[src/rtl/mc_main_control.sv]
// Multicycle main control FSM for the 16-bit MIPS-subset datapath.
// Optional instruction counter output enabled by defining MC_MAIN_CONTROL_PERF_EN.
module mc_main_control #(
    parameter int unsigned RST_VECTOR_WAIT = 1
) (
    input  logic       clk,
    input  logic       rst_n,
    input  logic [3:0] Opcode,
    input  logic       Zero,
    input  logic       MemReady,
    output logic       PCWrite,
    output logic       PCWriteCond,
    output logic       IorD,
    output logic       MemRead,
    output logic       MemWrite,
    output logic       IRWrite,
    output logic       MemtoReg,
    output logic       RegDst,
    output logic       RegWrite,
    output logic       ALUSrcA,
    output logic [1:0] ALUSrcB,
    output logic [1:0] PCSource,
    output logic [1:0] ALUOp,
    output logic [3:0] State,
    output logic       Illegal
`ifdef MC_MAIN_CONTROL_PERF_EN
    ,
    output logic [31:0] InstrCount
`endif
);

    localparam int unsigned SW = 4;
    localparam int unsigned CW = 4;

    localparam logic [3:0] S_RST      = 4'd0;
    localparam logic [3:0] S_FETCH    = 4'd1;
    localparam logic [3:0] S_DECODE   = 4'd2;
    localparam logic [3:0] S_MEM_ADDR = 4'd3;
    localparam logic [3:0] S_MEM_RD   = 4'd4;
    localparam logic [3:0] S_MEM_WB   = 4'd5;
    localparam logic [3:0] S_MEM_WR   = 4'd6;
    localparam logic [3:0] S_R_EXEC   = 4'd7;
    localparam logic [3:0] S_R_WB     = 4'd8;
    localparam logic [3:0] S_BRANCH   = 4'd9;
    localparam logic [3:0] S_IMM_EXEC = 4'd10;
    localparam logic [3:0] S_IMM_WB   = 4'd11;
    localparam logic [3:0] S_JUMP     = 4'd12;

    localparam logic [3:0] OP_RTYPE = 4'b0000;
    localparam logic [3:0] OP_ADDI  = 4'b0001;
    localparam logic [3:0] OP_SLTI  = 4'b0010;
    localparam logic [3:0] OP_LW    = 4'b0011;
    localparam logic [3:0] OP_SW    = 4'b0100;
    localparam logic [3:0] OP_BEQ   = 4'b0101;
    localparam logic [3:0] OP_J     = 4'b0110;

    logic [SW-1:0] state, state_nxt;
    logic [CW-1:0] cnt, cnt_nxt;
    logic          illegal, illegal_nxt;

    // Zero is consumed by the external PCWriteCond gate, not by this FSM.
    logic zero_unused;
    assign zero_unused = Zero;

    // State, reset-wait counter and sticky illegal flag
    always_ff @(posedge clk or negedge rst_n) begin
        if (!rst_n) begin
            state   <= S_RST;
            cnt     <= '0;
            illegal <= 1'b0;
        end else begin
            state   <= state_nxt;
            cnt     <= cnt_nxt;
            illegal <= illegal_nxt;
        end
    end

    assign State   = state;
    assign Illegal = illegal;

    // Next-state and Moore output decode; FETCH outputs are qualified by MemReady
    always_comb begin
        state_nxt   = state;
        cnt_nxt     = cnt;
        illegal_nxt = illegal;
        PCWrite     = 1'b0;
        PCWriteCond = 1'b0;
        IorD        = 1'b0;
        MemRead     = 1'b0;
        MemWrite    = 1'b0;
        IRWrite     = 1'b0;
        MemtoReg    = 1'b0;
        RegDst      = 1'b0;
        RegWrite    = 1'b0;
        ALUSrcA     = 1'b0;
        ALUSrcB     = 2'b00;
        PCSource    = 2'b00;
        ALUOp       = 2'b00;
        case (state)
            S_RST: begin
                if (cnt == CW'(RST_VECTOR_WAIT - 1)) begin
                    state_nxt = S_FETCH;
                    cnt_nxt   = '0;
                end else begin
                    cnt_nxt = cnt + 1'b1;
                end
            end
            S_FETCH: begin
                MemRead = 1'b1;
                ALUSrcB = 2'b01;
                ALUOp   = 2'b11;
                IRWrite = MemReady;
                PCWrite = MemReady;
                if (MemReady) state_nxt = S_DECODE;
            end
            S_DECODE: begin
                ALUSrcB = 2'b11;
                ALUOp   = 2'b11;
                case (Opcode)
                    OP_RTYPE:        state_nxt = S_R_EXEC;
                    OP_ADDI, OP_SLTI: state_nxt = S_IMM_EXEC;
                    OP_LW, OP_SW:    state_nxt = S_MEM_ADDR;
                    OP_BEQ:          state_nxt = S_BRANCH;
                    OP_J:            state_nxt = S_JUMP;
                    default: begin
                        state_nxt   = S_FETCH;
                        illegal_nxt = 1'b1;
                    end
                endcase
            end
            S_MEM_ADDR: begin
                ALUSrcA   = 1'b1;
                ALUSrcB   = 2'b10;
                ALUOp     = 2'b11;
                state_nxt = (Opcode == OP_SW) ? S_MEM_WR : S_MEM_RD;
            end
            S_MEM_RD: begin
                MemRead = 1'b1;
                IorD    = 1'b1;
                if (MemReady) state_nxt = S_MEM_WB;
            end
            S_MEM_WB: begin
                RegWrite  = 1'b1;
                MemtoReg  = 1'b1;
                state_nxt = S_FETCH;
            end
            S_MEM_WR: begin
                MemWrite = 1'b1;
                IorD     = 1'b1;
                if (MemReady) state_nxt = S_FETCH;
            end
            S_R_EXEC: begin
                ALUSrcA   = 1'b1;
                state_nxt = S_R_WB;
            end
            S_R_WB: begin
                RegWrite  = 1'b1;
                RegDst    = 1'b1;
                state_nxt = S_FETCH;
            end
            S_BRANCH: begin
                ALUSrcA     = 1'b1;
                ALUOp       = 2'b01;
                PCWriteCond = 1'b1;
                PCSource    = 2'b01;
                state_nxt   = S_FETCH;
            end
            S_IMM_EXEC: begin
                ALUSrcA   = 1'b1;
                ALUSrcB   = 2'b10;
                ALUOp     = (Opcode == OP_SLTI) ? 2'b10 : 2'b11;
                state_nxt = S_IMM_WB;
            end
            S_IMM_WB: begin
                RegWrite  = 1'b1;
                state_nxt = S_FETCH;
            end
            S_JUMP: begin
                PCWrite   = 1'b1;
                PCSource  = 2'b10;
                state_nxt = S_FETCH;
            end
            default: state_nxt = S_FETCH;
        endcase
    end

`ifdef MC_MAIN_CONTROL_PERF_EN
    // Counts every instruction end (retired or illegal) as a re-entry into FETCH
    logic count_inc;
    assign count_inc = (state_nxt == S_FETCH) && (state != S_FETCH) && (state != S_RST);

    always_ff @(posedge clk or negedge rst_n) begin
        if (!rst_n) begin
            InstrCount <= 32'd0;
        end else if (count_inc) begin
            InstrCount <= InstrCount + 32'd1;
        end
    end
`endif

endmodule

[config.mk]
export PLATFORM = sky130hd
export DESIGN_NAME = mc_main_control
export DESIGN_NICKNAME = d
export VERILOG_FILES = /design/src/rtl/mc_main_control.sv
export SDC_FILE = /design/constraint.sdc
export NUM_CORES = 1
export LEC_CHECK = 0
export CAP_MARGIN = 20
export CORE_UTILIZATION = 42
export DETAILED_ROUTE_END_ITERATION = 16
export GPL_ROUTABILITY_DRIVEN = 0
export PLACE_DENSITY = 0.9
export SYNTH_ARGS = -nofsm -noshare
export SYNTH_HDL_FRONTEND = slang
export SYNTH_SLANG_ARGS = --single-unit
[constraint.sdc]
create_clock -name clk -period 1.7 [get_ports clk]
set_input_delay 0.255 -clock clk [delete_from_list [all_inputs] [get_ports clk]]
set_output_delay 0.255 -clock clk [all_outputs]
set_load 0.05 [all_outputs]
==> flow_summary.yaml, run 1 <==
synthesis:
  synth_area_sq_um: 727
  muxShareOfSynthArea_pct: 4.48
  synthAdderAreaFrac_pct: 3.44
  synth_compound_area_share_pct: 19.3
  synthXorXnorAreaFrac_pct: 4.82
  synthTopCellsByCount: "10 x nand2_1, 10 x nor2_1, 9 x dfrtp_1, 7 x inv_1"
  ys.flop_type: "dfrtp_1"
  synth_top_family_by_area: "simple AND/OR/NAND/NOR gates"
  ys_types: 37
  yosysTopAreaCellShare_pct: 31.0
  ys_seq_area_share_pct: 31.0
  yosys.area_share.simple_pct: 29.1
  yosysTopAreaCell: "dfrtp_1"
  yosys_warnings: 0
  avgSynthCellArea_sq_um: 7.82
  synth_edf_count: 0
  synth.net_count: 103
  async_reset_ff_share_pct: 100
  synth_cells: 93
  synth_seq_cells: 9
  synth.area.top_cells: "dfrtp_1 31%, nand2_1 5.2%, nor2_1 5.2%"
run_status:
  firstError: "[ERROR DPL-0038] Utilization greater than 100%, impossible to legalize"
  stop_stage: "clock tree synthesis (4_1_cts)"
  outcome: "aborted with a tool error"
clock_network:
  post_cts_buffers: 15
  holdBufCountCts: 0
  post_cts_resized: 18
  clockRootBuffer: "clkbuf_4"
  cts_buffers: 3
  htreeDepth: 1
  cts_buffer_depth: 2
  cts.sinks: 9
floorplanning:
  die_w_microns: 43.6
  rows: 14
  die_h_microns: 43.6
  io_pins: 29
  initial_core_util_pct: 46.6
place:
  port_buffers: 27
  dp_cells: 144
  dpl.hpwl_mm: 2.20
[logic make-up after synthesis]
family	after synthesis
flops	9
simple gates	41
xor+xnor	4
fa+ha+maj	2
compound gates	20
mux	3
buf+inv	14
[per-stage QoR]
step | util (%) | cell area (sq um) | setup WS [ns] | TNS [ns]
after detailed placement | 90.7 | 1410 | -0.151 | -0.293
after global placement | 90.7 | 1410 | -0.0889 | -0.149
after floorplan | - | 877 | -0.109 | -0.390
==> run 2, diff against run 1 <==
--- a/config.mk
+++ b/config.mk
@@ -6,10 +6,11 @@
 export NUM_CORES = 1
 export LEC_CHECK = 0
 export CAP_MARGIN = 20
-export CORE_UTILIZATION = 42
+export CORE_AREA = 2 2 63 65
 export DETAILED_ROUTE_END_ITERATION = 16
+export DIE_AREA = 0 0 65 67
 export GPL_ROUTABILITY_DRIVEN = 0
-export PLACE_DENSITY = 0.9
+export PLACE_DENSITY_LB_ADDON = 0.15
 export SYNTH_ARGS = -nofsm -noshare
 export SYNTH_HDL_FRONTEND = slang
 export SYNTH_SLANG_ARGS = --single-unit
==> flow_summary.yaml, run 2 <==
clock_network:
  cts_buffers: 3
  cts.sinks: 9
  clk_latency_ns: 0.24
  htreeDepth: 1
  cts_tree: "built"
  clk_transition_reported_paths_ns: 0.05
  cts_buffer_depth: 2
  clockRootBuffer: "clkbuf_8"
global_route:
  grt_overflow: 0
  use_met2_pct: 19.7
  grt-busiest-layer: "met2"
  grt_max_degree: 14
  use_met3_pct: 1.52
  grt_pass1_wl_mm: 3.88
  track_usage_pct: 11.6
  use_met1_pct: 14.8
  grt_pass1_vias: 844
  antenna_found_initial: 0
detailed_routing:
  drtPass1Iterations: 3
  via_count: 883
  drt-total-wl_mm: 2.32
  ant_nets: 0
  route.detailed.drc: 0
  viasPerCell: 4.51
  wl_per_cell_microns: 11.8
  initialDrtViolationCount: 21
place:
  port_buffers: 27
  dp_cells: 182
  dpl.hpwl_mm: 1.80
  placed_area_sq_mm: 0.00149
  pre_cts_slack_ns: -0.127
floorplanning:
  io_pins: 29
  die_w_microns: 65
  coreArea_sq_mm: 0.00361
  rows: 22
  dieArea_sq_mm: 0.00436
  die_h_microns: 67
  initial_core_util_pct: 20.2
synthesis:
  yosys_warnings: 0
  avgSynthCellArea_sq_um: 7.82
  synth_edf_count: 0
  synth.area.top_cells: "dfrtp_1 31%, nand2_1 5.2%, nor2_1 5.2%"
  synth.net_count: 103
  yosysTopAreaCell: "dfrtp_1"
  synthTopCellsByCount: "10 x nand2_1, 10 x nor2_1, 9 x dfrtp_1, 7 x inv_1"
  synth_area_sq_um: 727
  synth_cells: 93
  yosysTopAreaCellShare_pct: 31.0
  async_reset_ff_share_pct: 100
  ys.flop_type: "dfrtp_1"
  ys_seq_area_share_pct: 31.0
  ys_types: 37
  synth_seq_cells: 9
finish:
  mostFrequentLayoutCell: "buf_4"
  fillers: 333
  n_antenna_cell: 0
  fin_nets: 159
  final_cell_mix: "30 x buf_4, 20 x buf_12, 9 x nand2_1"
  area_delta_synth_final_pct: 128
  multiInputGateArea_sq_um: 593
  seqCellArea_sq_um: 230
  stdcell_count: 196
  final_layout_size_suffix_gt1_share_pct: 58.1
  fin_util_pct: 46.0
  final_cell_area_sq_mm: 0.00166
timing:
  grt_setup_unrepaired: "true"
  slew_viol_final: 0
  finalHoldViolations: 0
  fin_worst_skew_ns: 0.00578
  max_slew_margin_pct: 71.6
  max_freq_ghz: 0.580
  tightest_slew_ns: 0.424
  period_minus_slack_ns: 1.72
  setup_viol: 2
  worst_slack_ns: -0.0233
  whs_ns: 0.317
  period_share_pct: 101
power_and_ir_drop:
  power.density_mw_per_mm2: 1950
  peakVddDrop_mv: 0.762
  p_leak_nw: 0.707
hold_path:
  hp-class: "primary input to async pin"
setup_path:
  crit_required_ns: 1.44
  end_kind: "output pin"
  worstPathArrival_ns: 1.47
  reg2reg_from: "State[0]$_DFFE_PN0P_"
  critical_path_peak_fanout: 6
  critPathLaunch: "State[0]$_DFFE_PN0P_"
  rrSetupSlack_ns: 0.09
  cp-start-kind: "flop"
  path_class: "flop to output pin"
  r2r-end: "State[0]$_DFFE_PN0P_"
  rr_worst_depth: 5
job:
  maxCapViolCount: 0
run_status:
  violations: "negative setup slack"
  outcome: "finished, violations left"
==> run 2: cell counts after synthesis <==
Identical to the previous run, type by type.
==> run 2: how the worst max path moves through the flow <==
| stage | end | slack, ns | cells after the start |
|---|---|---|---|
| 2_1_floorplan | ALUOp[0] | -0.11 | 3 |
| 3_3_place_gp | State[2]$_DFFE_PN0P_ | -0.13 | 5 |
| 3_5_place_dp | State[2]$_DFFE_PN0P_ | -0.13 | 5 |
| 4_1_cts | ALUOp[0] | -0.03 | 4 |
| 5_1_grt | ALUOp[0] | -0.06 | 4 |
| 6_report | ALUOp[0] | -0.02 | 4 |
==> run 2: kinds of logic after synthesis <==
kind of cell,count (synthesis),synth area share (%)
multiplexers,3,4.47
buffers and inverters,14,7.92
AO/OA/AOI/OAI,20,19.3
adder cells (fa/ha/maj),2,3.44
flip-flops,9,31.0
XOR/XNOR,4,4.82
AND/OR/NAND/NOR,41,29.1
==> run 2: layer usage <==
metal / part of all wire [%] / up-vias / wire, microns
met5: 0 / - / 0
met1: 45 / 413 / 1050
met4: 1.9 / 0 / 43
li1: - / 445 / -
met3: 3.1 / 5 / 72
met2: 50 / 20 / 1150
==> run 2: timing repair <==
item / CTS / global route
hold buffers: 0 / 0
endpoints found under the setup margin: 9 / 11
buffers inserted: 9 / 1
pin swaps: 3 / 1
resized for setup: 10 / 6
==> run 2: cell type report <==
cell class / instances / share of cell area, %
clock inverters: 1 / 0.301
multi-input cells: 70 / 35.7
well taps: 48 / 3.62
inverters: 7 / 1.58
clock buffers: 3 / 2.49
repair buffers: 58 / 42.4
flip-flops and latches: 9 / 13.9
==> run 2: where the power goes <==
part	switching, mW	internal, mW
logic	1.35	1.31
clock network	0.0963	0.161
registers	0.0734	0.256
==> run 2: metrics by stage <==
| stage | power [mW] | setup TNS (ns) |
|---|---|---|
| 3_3_place_gp | 2.74 | -0.242 |
| 5_1_grt | 3.40 | -0.258 |
| 2_1_floorplan | 1.69 | -0.390 |
| 3_5_place_dp | 2.75 | -0.251 |
| 4_1_cts | 3.23 | -0.0514 |
| 6_report | 3.24 | -0.0426 |
==> run 2: critical path: stages (launching register included) <==
cell and delay (ns):
dfrtp_2 0.45, buf_6 0.15, a31o_4 0.21, a311oi_4 0.24, buf_12 0.18
(Power assumes the default switching activity.)
